<file path="src/rtl/gcd_pkg.sv">
// Shared types for the GCD engine: control-state encoding and the
// register-select codes that the controller hands to the datapath.
package gcd_pkg;

  typedef enum logic [1:0] {
    IDLE,
    CALC,
    DONE
  } gcd_state_e;

  typedef enum logic [1:0] {
    A_LOAD,
    A_SWAP,
    A_SUB,
    A_HOLD
  } a_sel_e;

  typedef enum logic [1:0] {
    B_LOAD,
    B_SWAP,
    B_HOLD
  } b_sel_e;

endpackage

</file>
<file path="src/rtl/gcd_dp.sv">
// GCD datapath: A/B operand registers with load/swap/subtract muxes and the
// two status flags the controller branches on.
//   clk_i, rst_ni  clock, async active-low reset (clears A and B)
//   a_sel, b_sel   register update selects from the controller
//   a_in, b_in     operands loaded on A_LOAD / B_LOAD
//   a_q, b_q       current register contents
//   b_zero         B == 0 (terminate condition)
//   a_lt_b         A < B (swap condition)
import gcd_pkg::*;

module gcd_dp #(
  parameter int WIDTH = 8
) (
  input  logic             clk_i,
  input  logic             rst_ni,
  input  a_sel_e           a_sel,
  input  b_sel_e           b_sel,
  input  logic [WIDTH-1:0] a_in,
  input  logic [WIDTH-1:0] b_in,
  output logic [WIDTH-1:0] a_q,
  output logic [WIDTH-1:0] b_q,
  output logic             b_zero,
  output logic             a_lt_b
);

  logic [WIDTH-1:0] a_d;
  logic [WIDTH-1:0] b_d;

  always_comb begin
    a_d = a_q;
    case (a_sel)
      A_LOAD:  a_d = a_in;
      A_SWAP:  a_d = b_q;
      // Only selected when A >= B, so the difference never wraps.
      A_SUB:   a_d = a_q - b_q;
      default: a_d = a_q;
    endcase
  end

  always_comb begin
    b_d = b_q;
    case (b_sel)
      B_LOAD:  b_d = b_in;
      B_SWAP:  b_d = a_q;
      default: b_d = b_q;
    endcase
  end

  always_ff @(posedge clk_i or negedge rst_ni) begin
    if (!rst_ni) begin
      a_q <= '0;
      b_q <= '0;
    end else begin
      a_q <= a_d;
      b_q <= b_d;
    end
  end

  assign b_zero = (b_q == '0);
  assign a_lt_b = (a_q < b_q);

endmodule

</file>
<file path="src/rtl/gcd_unit.sv">
// Subtract-and-swap GCD engine with valid/ready request and response sides.
//   clk_i, rst_ni             clock, async active-low reset
//   req_valid_i/req_ready_o   operand handshake (accepted only in IDLE)
//   req_a_i, req_b_i          unsigned operands
//   resp_valid_o/resp_ready_i result handshake (result held until taken)
//   resp_gcd_o                gcd(A,B); shows live A outside DONE
//   resp_cycles_o             CALC cycles spent, saturating
//   busy_o                    high in CALC or DONE
//
// state | meaning
// IDLE  | waiting for an operand pair, req_ready_o high
// CALC  | one terminate/swap/subtract step per cycle, counting cycles
// DONE  | result presented until the consumer takes it
import gcd_pkg::*;

module gcd_unit #(
  parameter int WIDTH = 8,
  parameter int CNT_W = 16
) (
  input  logic             clk_i,
  input  logic             rst_ni,
  input  logic             req_valid_i,
  output logic             req_ready_o,
  input  logic [WIDTH-1:0] req_a_i,
  input  logic [WIDTH-1:0] req_b_i,
  output logic             resp_valid_o,
  input  logic             resp_ready_i,
  output logic [WIDTH-1:0] resp_gcd_o,
  output logic [CNT_W-1:0] resp_cycles_o,
  output logic             busy_o
);

  localparam logic [CNT_W-1:0] CNT_MAX = {CNT_W{1'b1}};
  localparam logic [CNT_W-1:0] CNT_ONE = {{(CNT_W-1){1'b0}}, 1'b1};

  gcd_state_e       state_q;
  gcd_state_e       state_d;
  a_sel_e           a_sel;
  b_sel_e           b_sel;
  logic [CNT_W-1:0] cnt_q;
  logic [WIDTH-1:0] a_q;
  logic [WIDTH-1:0] b_q;
  logic             b_zero;
  logic             a_lt_b;
  logic             accept;

  gcd_dp #(
    .WIDTH(WIDTH)
  ) u_dp (
    .clk_i  (clk_i),
    .rst_ni (rst_ni),
    .a_sel  (a_sel),
    .b_sel  (b_sel),
    .a_in   (req_a_i),
    .b_in   (req_b_i),
    .a_q    (a_q),
    .b_q    (b_q),
    .b_zero (b_zero),
    .a_lt_b (a_lt_b)
  );

  assign accept = (state_q == IDLE) && req_valid_i;

  always_ff @(posedge clk_i or negedge rst_ni) begin
    if (!rst_ni) begin
      state_q <= IDLE;
    end else begin
      state_q <= state_d;
    end
  end

  always_comb begin
    state_d = state_q;
    a_sel   = A_HOLD;
    b_sel   = B_HOLD;
    case (state_q)
      IDLE: begin
        if (req_valid_i) begin
          a_sel   = A_LOAD;
          b_sel   = B_LOAD;
          state_d = CALC;
        end
      end
      CALC: begin
        if (b_zero) begin
          state_d = DONE;
        end else if (a_lt_b) begin
          a_sel = A_SWAP;
          b_sel = B_SWAP;
        end else begin
          a_sel = A_SUB;
        end
      end
      DONE: begin
        if (resp_ready_i) begin
          state_d = IDLE;
        end
      end
      default: state_d = IDLE;
    endcase
  end

  // Every CALC cycle counts, including the terminating one.
  always_ff @(posedge clk_i or negedge rst_ni) begin
    if (!rst_ni) begin
      cnt_q <= '0;
    end else if (accept) begin
      cnt_q <= '0;
    end else if ((state_q == CALC) && (cnt_q != CNT_MAX)) begin
      cnt_q <= cnt_q + CNT_ONE;
    end
  end

  assign req_ready_o   = (state_q == IDLE);
  assign resp_valid_o  = (state_q == DONE);
  assign busy_o        = (state_q != IDLE);
  assign resp_gcd_o    = a_q;
  assign resp_cycles_o = cnt_q;

endmodule
</file>
<file path="config.mk">
export PLATFORM = sky130hd
export DESIGN_NAME = gcd_unit
export DESIGN_NICKNAME = d
export VERILOG_FILES = /design/src/rtl/gcd_pkg.sv /design/src/rtl/gcd_dp.sv /design/src/rtl/gcd_unit.sv
export SDC_FILE = /design/constraint.sdc
export NUM_CORES = 1
export LEC_CHECK = 0
export BUFFER_PORTS_ARGS = -buffer_cell sky130_fd_sc_hd__buf_2
export CAP_MARGIN = 20
export CORE_ASPECT_RATIO = 1.75
export CORE_UTILIZATION = 45
export DETAILED_ROUTE_END_ITERATION = 8
export GPL_TIMING_DRIVEN = 0
export PLACE_DENSITY = 0.69
export SYNTH_ARGS = -nofsm -noshare
export SYNTH_HDL_FRONTEND = slang
export SYNTH_HIERARCHICAL = 1
export SYNTH_SLANG_ARGS = --single-unit
</file>
<file path="constraint.sdc">
create_clock -name clk_i -period 3.5 [get_ports clk_i]
set_clock_uncertainty 0.1 [all_clocks]
set_input_delay 0.175 -clock clk_i [delete_from_list [all_inputs] [get_ports clk_i]]
set_output_delay 0.175 -clock clk_i [all_outputs]
set_load 0.02 [all_outputs]
</file>
[After elaboration in Yosys (flattened, before gate mapping)]
Cells that the tools add are included.
Widths: inputs -> output; s select.
Cells by class
  add/subtract/negate cells: 2
  multipliers: 0
  divide/modulo/power cells: 0
  magnitude comparators: 1
  eq/ne operators: 9
  shifts and indexed selects: 0
  mux-type cells: 15
  bitwise gates (word level): 0
  reduce and logical (&&, ||, !) cells: 11
Operators by type and width (count)
  $mux 16: 2
  $pmux 8 s3: 1
  $add 16x1->16 const B: 1
  $mux 2: 8
  $ne 16x16->1 const B: 1
  $pmux 8 s2: 1
  $logic_not 8->1: 1
  $lt 8x8->1: 1
  $pmux 2 s2: 2
  $sub 8x8->8: 1
  $eq 2x1->1 const B: 3
  $logic_not 2->1: 3
  $pmux 2 s3: 1
  $reduce_bool 2->1: 3
  $eq 2x2->1 const B: 2
  $ne 2x2->1 const B: 2
  $reduce_and 3->1: 1
  $reduce_bool 3->1: 1
  $logic_and 1x1->1: 2
  $ne 2x1->1 const B: 1
Storage, ports and cells
  register bits: 34
  latch bits: 0
  bits in writable memories: 0
  memory bits (read-only): 0
  bits of input ports: 20
  output and inout bits: 27
  word-level logic and storage cells: 42
  memories kept: 0

[Depth between registers and ports, before layout]
Gate-level depths: netlist of run 1.
  word-level depth: 6
  depth in mapped cells: 18
  depth with buffers taken out: 17

[Hierarchy]
The synthesis of run 1 kept the hierarchy.
Modules (own cells, without submodules)
  gcd_dp: times used 1, cells each 146, area an instance 1252.5 sq um, sequential area each 400.4 sq um
  gcd_unit: times used 1, cells each 119, area an instance 1101.1 sq um, sequential area each 450.4 sq um

[Worst setup path before layout of run 1]
OpenSTA, ideal clock, no wires.
  kind: flip-flop to flip-flop
  start point: register u_dp.a_q[0]
  end point: register u_dp.a_q[5]
  setup time: 0.122 ns
  arrival time: 3.430 ns
  required time: 3.278 ns
  setup slack: -0.152 ns
  stages on the path, launching flop included: 18
  path buffers: 1
  clock period less this slack: 3.652 ns
  path through: dfrtp_1 > inv_1 > ha_1 > fa_1 > nor2b_4 > o31a_1 > o21a_1 > o211a_1 > a211oi_2 > nor3b_1 > nor2_1 > ha_1 > buf_4 > clkinv_1 > o31ai_1 > nor3_1 > mux2i_1 > nand2_1
On the way
  cells in the longest elaborated chain, start to end: 6
  elaborated cells on any way between the ends: 10
  those cells by class: 1 x add/sub; 1 x order compare; 2 x eq/ne; 4 x mux; 2 x reduce/logical
RTL lines
  from (decl): line gcd_dp.sv:20  | output logic [WIDTH-1:0] a_q,
  from (signal assigned): line gcd_dp.sv:51  | a_q <= '0;
  from (signal assigned): line gcd_dp.sv:54  | a_q <= a_d;
  $lt 8x8->1 *: line gcd_dp.sv:60  | assign a_lt_b = (a_q < b_q);
  via a_lt_b: line gcd_unit.sv:44  | logic a_lt_b;
  $mux 2 *: line gcd_unit.sv:87  | end else if (a_lt_b) begin
  $mux 2 *: line gcd_unit.sv:85  | if (b_zero) begin
  $pmux 2 s2 *: line gcd_unit.sv:76  | case (state_q)
  via a_sel[1]: line gcd_unit.sv:38  | a_sel_e a_sel;
  $eq 2x2->1, or another cell as far along: line gcd_dp.sv:31  | case (a_sel)
  $pmux 8 s3 or $reduce_bool 3->1 (tied branches)
The timed path passes the listed nets; every way through them passes the cells marked *.
A chain may end at the register's enable or synchronous reset.

[Worst setup path in the final report of run 1]
Same ends and word-level chain as after synthesis.

==> metrics.md, run 1 <==
| Metric | Value |
|---|---|
| Post-Route WL | `6290 um` |
| Die area | `5530 um2` |
| CP Data Required Time | `3.57 ns` |
| Worst setup EP type | `flop` |
| Detail Route Antenna Nets | `0` |
| Area growth from synthesis to layout | `24.6%` |
| Measured slew at the worst slew-check pin | `0.790 ns` |
| WS Path Type | `flop to flop` |
| Slew Viols, Final | `0` |
| Pre-CTS setup slack | `-0.512 ns` |
| Worst-Skew Late Latency | `0.28 ns` |
| GRT Total Usage | `24.4%` |
| Final min period | `3.43 ns` |
| Drc violations | `9` |
| Port bufs | `46` |
| Synth cell count leaders | `34 x dfrtp_1, 28 x nand2_1, 25 x inv_1` |
| Placer Congestion | `0.913` |
| Hold crit path type | `input port to flop` |
| Failing checks | `design-rule violations` |
| Worst path arrival time | `3.50 ns` |
| H-tree levels | `2` |
| Post-synthesis net count | `299` |
| Crit start category | `flop` |
| Drt pass-1 iters | `6` |
| Synth top area share | `36.2%` |
| Die Width | `56.7 um` |
| Dominant cell type by area after synthesis | `dfrtp_1` |
| N_diodes | `0` |
| Final period util | `97.9%` |
| Initial antenna violation count | `0` |
| Max-cap violations | `0` |
| Synth area leaders | `dfrtp_1 36%, ha_1 6.9%, mux2i_1 5.5%` |
| Fillers | `497` |
| Most numerous cell in the Yosys netlist | `dfrtp_1` |
| IO Count | `47` |
| Core area | `5020 um2` |
| Hold slack final | `0.0791 ns` |
| Top_reg_cell synth | `dfrtp_1` |
| Final setup margin | `0.0723 ns` |
| Starting Density | `46.9%` |
| Yosys warnings | `6` |
| Hold Vio Cnt, Final | `0` |
| EDFF count, synth | `0` |
| Largest net degree at the start of global routing | `35` |
| RSZ-0062 raised after global routing | `true` |
| Post-synth ARST share | `100%` |
| Max Fanout on Critical Path | `10` |
| Clock buffer count from CTS | `5` |
| Sequential share of the synthesized area | `36.2%` |
| Synth cell types | `48` |
| Syn Area/Cell | `8.88 um2` |
| Clock transition at path regs | `0.07 ns` |
| Inst Count DP | `365` |
| Layout Cells excl Fill | `384` |
| FP Rows | `34` |
| Gate Count Post-Synth | `265` |
| Layout cells sized above 1 | `26.1%` |
| First-pass GRT wire length | `10600 um` |
| # clock sinks | `34` |
| Relative slew slack | `47.4%` |
| F_max | `0.292 GHz` |
| Maximum buffer depth of the clock tree | `2` |
| Die Ht | `97.7 um` |
| # setup viols final | `0` |
| Final global-route overflow total | `0` |
| Vias | `2253` |
| CTS tree | `built` |
| Fin nets | `364` |
| 1st-iter DRT viols | `104` |
| Cell area after synthesis | `2350 um2` |
| Hpwl dp | `4600 um` |
| Vias in the first global route | `2352` |
| Routed wire per std cell | `16.4 um` |
| Clock root cell | `clkbuf_8` |
| Setup_tns | `0 ns` |
| Via/cell ratio | `5.87` |
| Seq cells post-synth | `34` |
| Status | `finished with violations` |
[per-stage QoR]
stage	area (um2)	utilization, %
finish	2930	58.4
detailed placement	2660	52.9
floorplan	2360	-
CTS	2850	56.7
global route	2930	58.4
global placement	2660	52.9
[cells by family after synthesis]
group,after synthesis,synth area share [%]
fa+ha+maj,14,7.76
compound gates,78,22.8
buf+inv,35,5.79
xor+xnor,3,1.12
mux,13,5.53
flops,34,36.2
simple gates,88,20.8
[registers in the layout (all words and copies together), names as in the netlist]
signal and flops:
resp_cycles_o 16, u_dp/b_q 8, state_q 2, u_dp/a_q 8
[worst max-delay path: stages (launching register included)]
cell	delay [ns]
dfrtp_1	0.39
inv_2	0.08
ha_4	0.12
fa_2	0.22
nor2b_4	0.05
o31a_1	0.26
o21a_1	0.19
o211a_1	0.22
a211oi_2	0.25
nor3b_4	0.29
nor2_4	0.09
ha_4	0.27
buf_8	0.12
inv_8	0.05
o31ai_4	0.30
nor3_2	0.08
mux2i_1	0.15
nand2_1	0.06
[placed cells by master (no fill, tap or decap), types with 3 or more instances in the layout]
| cell | n |
|---|---|
| nor2b_1 | 3 |
| clkbuf_1 | 3 |
| buf_4 | 14 |
| nand2_1 | 28 |
| buf_2 | 47 |
| clkbuf_8 | 5 |
| o21ai_0 | 23 |
| o221ai_1 | 4 |
| ha_1 | 10 |
| o211ai_1 | 3 |
| or3_1 | 3 |
| a221o_1 | 3 |
| o21a_1 | 5 |
| nand4_1 | 4 |
| nand3_1 | 8 |
| nor2_1 | 10 |
| o31ai_1 | 8 |
| or4_1 | 7 |
| dfrtp_1 | 34 |
| inv_1 | 24 |
| nor4_1 | 3 |
| nand2b_1 | 6 |
| ha_4 | 3 |
| xnor2_1 | 3 |
| nor3_1 | 3 |
| o22ai_1 | 3 |
| a21oi_1 | 11 |
| mux2i_1 | 13 |
[area by class of cell]
| type | instances | area, um2 | share of cell area, % |
|---|---|---|---|
| plain buffers | 6 | 36.3 | 1.24 |
| clock buffers | 5 | 68.8 | 2.35 |
| clock inverters | 2 | 10.0 | 0.341 |
| inverters | 26 | 105 | 3.58 |
| multi-input cells | 196 | 1450 | 49.4 |
| flip-flops and latches | 34 | 851 | 29.0 |
| well taps | 54 | 67.6 | 2.30 |
| repair buffers | 61 | 345 | 11.8 |
[worst paths after layout]
path | cells after the start | from | slack (ns) | endpoint
max | 17 | u_dp/a_q[0] | 0.07 | u_dp/a_q[5]
min | 3 | req_a_i[3] | 0.08 | u_dp/a_q[3]
max reg2reg | 17 | u_dp/a_q[0] | 0.07 | u_dp/a_q[5]
min reg2reg | 1 | state_q[1] | 0.41 | state_q[0]
max in group asynchronous | 2 | rst_ni | 2.39 | u_dp/a_q[1]
min in group asynchronous | 2 | rst_ni | 0.41 | resp_cycles_o[13]
[what timing repair did]
| item | 4_1_cts | 5_1_grt |
|---|---|---|
| endpoints found under the setup margin | 8 | 11 |
| buffers inserted | 7 | 7 |
| hold buffers | 1 | 0 |
| gates resized for setup | 10 | 8 |
| hold endpoints to repair | 34 | 0 |
| pin swaps | 3 | 4 |
[metal layers]
layer,wire length (um),part of all wire [%],global-route usage [%]
met4,111,1.8,10.6
met1,2390,38,24.9
met5,0,0,0
met2,3610,57,47.2
met3,169,2.7,3.20
Power of run 1 is left out: the tool's default activity adds up to more than one toggle a clock period on the data nets, which glitch-free logic cannot reach.
==> run 2, diff against run 1 <==
--- a/config.mk
+++ b/config.mk
@@ -9,6 +9,7 @@
 export CAP_MARGIN = 20
 export CORE_ASPECT_RATIO = 1.75
 export CORE_UTILIZATION = 45
+export CTS_BUF_LIST = sky130_fd_sc_hd__clkbuf_16
 export DETAILED_ROUTE_END_ITERATION = 8
 export GPL_TIMING_DRIVEN = 0
 export PLACE_DENSITY = 0.69
==> run 2 against run 1 <==
The run still ends with design-rule violations left; core utilization increased by 0.42 points; count of clock-buffer cells in the layout unchanged; via count increased by 0.44%.
==> metrics.md, run 2 (same netlist as run 1, synthesis figures left out) <==
| Metric | Value |
|---|---|
| Hpwl dp | `4600 um (unchanged)` |
| Relative slew slack | `47.0% (-0.34 points)` |
| Crit start category | `flop` |
| Worst path arrival time | `3.52 ns (+0.02 ns)` |
| Final setup margin | `0.0386 ns (-0.0337 ns)` |
| Drc violations | `9 (unchanged)` |
| Max Fanout on Critical Path | `10 (unchanged)` |
| Final min period | `3.46 ns (+0.0337 ns)` |
| Failing checks | `design-rule violations` |
| RSZ-0062 raised after global routing | `true` |
| Worst-Skew Late Latency | `0.28 ns (about the same)` |
| Layout cells sized above 1 | `25.8% (-0.21 points)` |
| Hold Vio Cnt, Final | `0 (unchanged)` |
| H-tree levels | `2 (unchanged)` |
| Post-Route WL | `6310 um (+0.46%)` |
| Layout Cells excl Fill | `379 (-1.3%)` |
| Clock root cell | `clkbuf_16` |
| CTS tree | `built` |
| Most used cells in the layout excluding fill and tap cells | `47 x buf_2, 33 x dfrtp_1, 28 x nand2_1, 24 x inv_1, 20 x o21ai_0` |
| GRT Total Usage | `24.9% (+0.54 points)` |
| Critical path buffer and inverter count | `3 (unchanged)` |
| WS Path Type | `flop to flop` |
| Pre-CTS setup slack | `-0.512 ns (unchanged)` |
| Final period util | `98.9% (+0.96 points)` |
| Core area | `5020 um2 (unchanged)` |
| Vias | `2263 (+0.44%)` |
| Met3 global-route usage | `3.33% (+0.13 points)` |
| Routed wire per std cell | `16.7 um (+1.8%)` |
| Clock transition at path regs | `0.05 ns (-0.02 ns)` |
| Slowest-stage cell, CP | `dfrtp_1` |
| Maximum buffer depth of the clock tree | `2 (unchanged)` |
| Fin nets | `359 (-1.4%)` |
| # setup viols final | `0 (unchanged)` |
| CP max stage delay | `0.41 ns (+0.02 ns)` |
| Initial antenna violation count | `0 (unchanged)` |
| Vias in the first global route | `2360 (+0.34%)` |
| Placer Congestion | `0.913 (unchanged)` |
| Inst Count DP | `365 (unchanged)` |
| First-pass GRT wire length | `10800 um (+2.1%)` |
| F_max | `0.289 GHz (-0.97%)` |
| Largest net degree at the start of global routing | `35 (unchanged)` |
| Number of flip-flops in the largest register | `16 (unchanged)` |
| 1st-iter DRT viols | `76 (-27%)` |
| Critical path, cell by cell | `inv_2 > ha_2 > fa_2 > nor2b_4 > o31a_1 > o21a_1 > o211a_1 > a211oi_2 > nor3b_4 > nor2_4 > ha_4 > buf_6 > clkinv_8 > o31ai_4 > nor3_2 > mux2i_1 > nand2_1` |
| IO Count | `47 (unchanged)` |
| FP Rows | `34 (unchanged)` |
| Met2 usage | `48.4% (+1.2 points)` |
| Starting Density | `46.9% (unchanged)` |
| N_diodes | `0 (unchanged)` |
| Detail Route Antenna Nets | `0 (unchanged)` |
| Hold crit path type | `input port to flop` |
| Most Crowded Layer GR | `met2` |
| Slew Viols, Final | `0 (unchanged)` |
| Fillers | `497 (unchanged)` |
| Worst setup EP type | `flop` |
| Final global-route overflow total | `0 (unchanged)` |
| Die Ht | `97.7 um (unchanged)` |
| CP Data Required Time | `3.56 ns (about the same)` |
| Hold slack final | `0.0836 ns (+0.00453 ns)` |
| Status | `finished with violations` |
| Measured slew at the worst slew-check pin | `0.795 ns (+0.00513 ns)` |
| M1 GR Usage | `25.1% (+0.21 points)` |
| CP top delay family | `compound AO/OA/AOI/OAI gates` |
| Via/cell ratio | `5.97 (+1.8%)` |
| Area growth from synthesis to layout | `25.5%` |
| Drt pass-1 iters | `8 (+2)` |
| Clock buffer count from CTS | `5 (unchanged)` |
| Max-cap violations | `0 (unchanged)` |
| Die Width | `56.7 um (unchanged)` |
| Most common cell after layout, fill and taps aside | `buf_2` |
| # clock sinks | `34 (unchanged)` |
| Port bufs | `46 (unchanged)` |
| Die area | `5530 um2 (unchanged)` |
[run 2: layer usage]
layer / part of all wire, % / up-vias
met5: 0 / -
met4: 2.5 / 0
met3: 2.6 / 13
met2: 57 / 60
met1: 38 / 1094
li1: - / 1096
[run 2: cell type report]
cell class / instances / area, um2 / share of cell area, %
plain buffers: 5 / 28.8 / 0.974
well taps: 54 / 67.6 / 2.29
flip-flops and latches: 34 / 852 / 28.8
clock inverters: 2 / 10.0 / 0.339
inverters: 26 / 110 / 3.73
repair buffers: 57 / 319 / 10.8
clock buffers: 5 / 125 / 4.24
multi-input cells: 196 / 1440 / 48.8
[run 2: worst paths after layout]
| check | slack, ns | endpoint | start | cells past startpoint |
|---|---|---|---|---|
| max in group asynchronous | 2.33 | u_dp/b_q[0] | rst_ni | 2 |
| worst min-delay path | 0.08 | u_dp/a_q[2] | req_a_i[2] | 3 |
| worst min register to register | 0.40 | state_q[0] | state_q[1] | 1 |
| worst max register to register | 0.04 | u_dp/a_q[5] | u_dp/a_q[0] | 17 |
| worst max-delay path | 0.04 | u_dp/a_q[5] | u_dp/a_q[0] | 17 |
| min in group asynchronous | 0.42 | resp_cycles_o[13] | rst_ni | 2 |
[run 2: tightest hold or removal path, delay by kind of cell]
kind | cells | cell delay (ns)
AOI/OAI and AO/OA | 2 | 0.17
buffers and inverters | 1 | 0.07
[run 2: what timing repair did]
action                                  CTS  global route
endpoints found under the setup margin    8            15
setup buffers                             5             5
hold buffers                              1             0
pin swaps                                 4             4
resized for setup                        11            11
endpoints found under the hold margin    34             0
[run 2: through the flow]
step,area (um2),utilization [%],setup TNS [ns]
3_5_place_dp,2660,52.9,-3.91
6_report,2950,58.8,0
4_1_cts,2890,57.5,0
2_1_floorplan,2360,-,0
3_3_place_gp,2660,52.9,-3.39
5_1_grt,2950,58.8,-0.139
Power of run 2 is left out for the same reason.
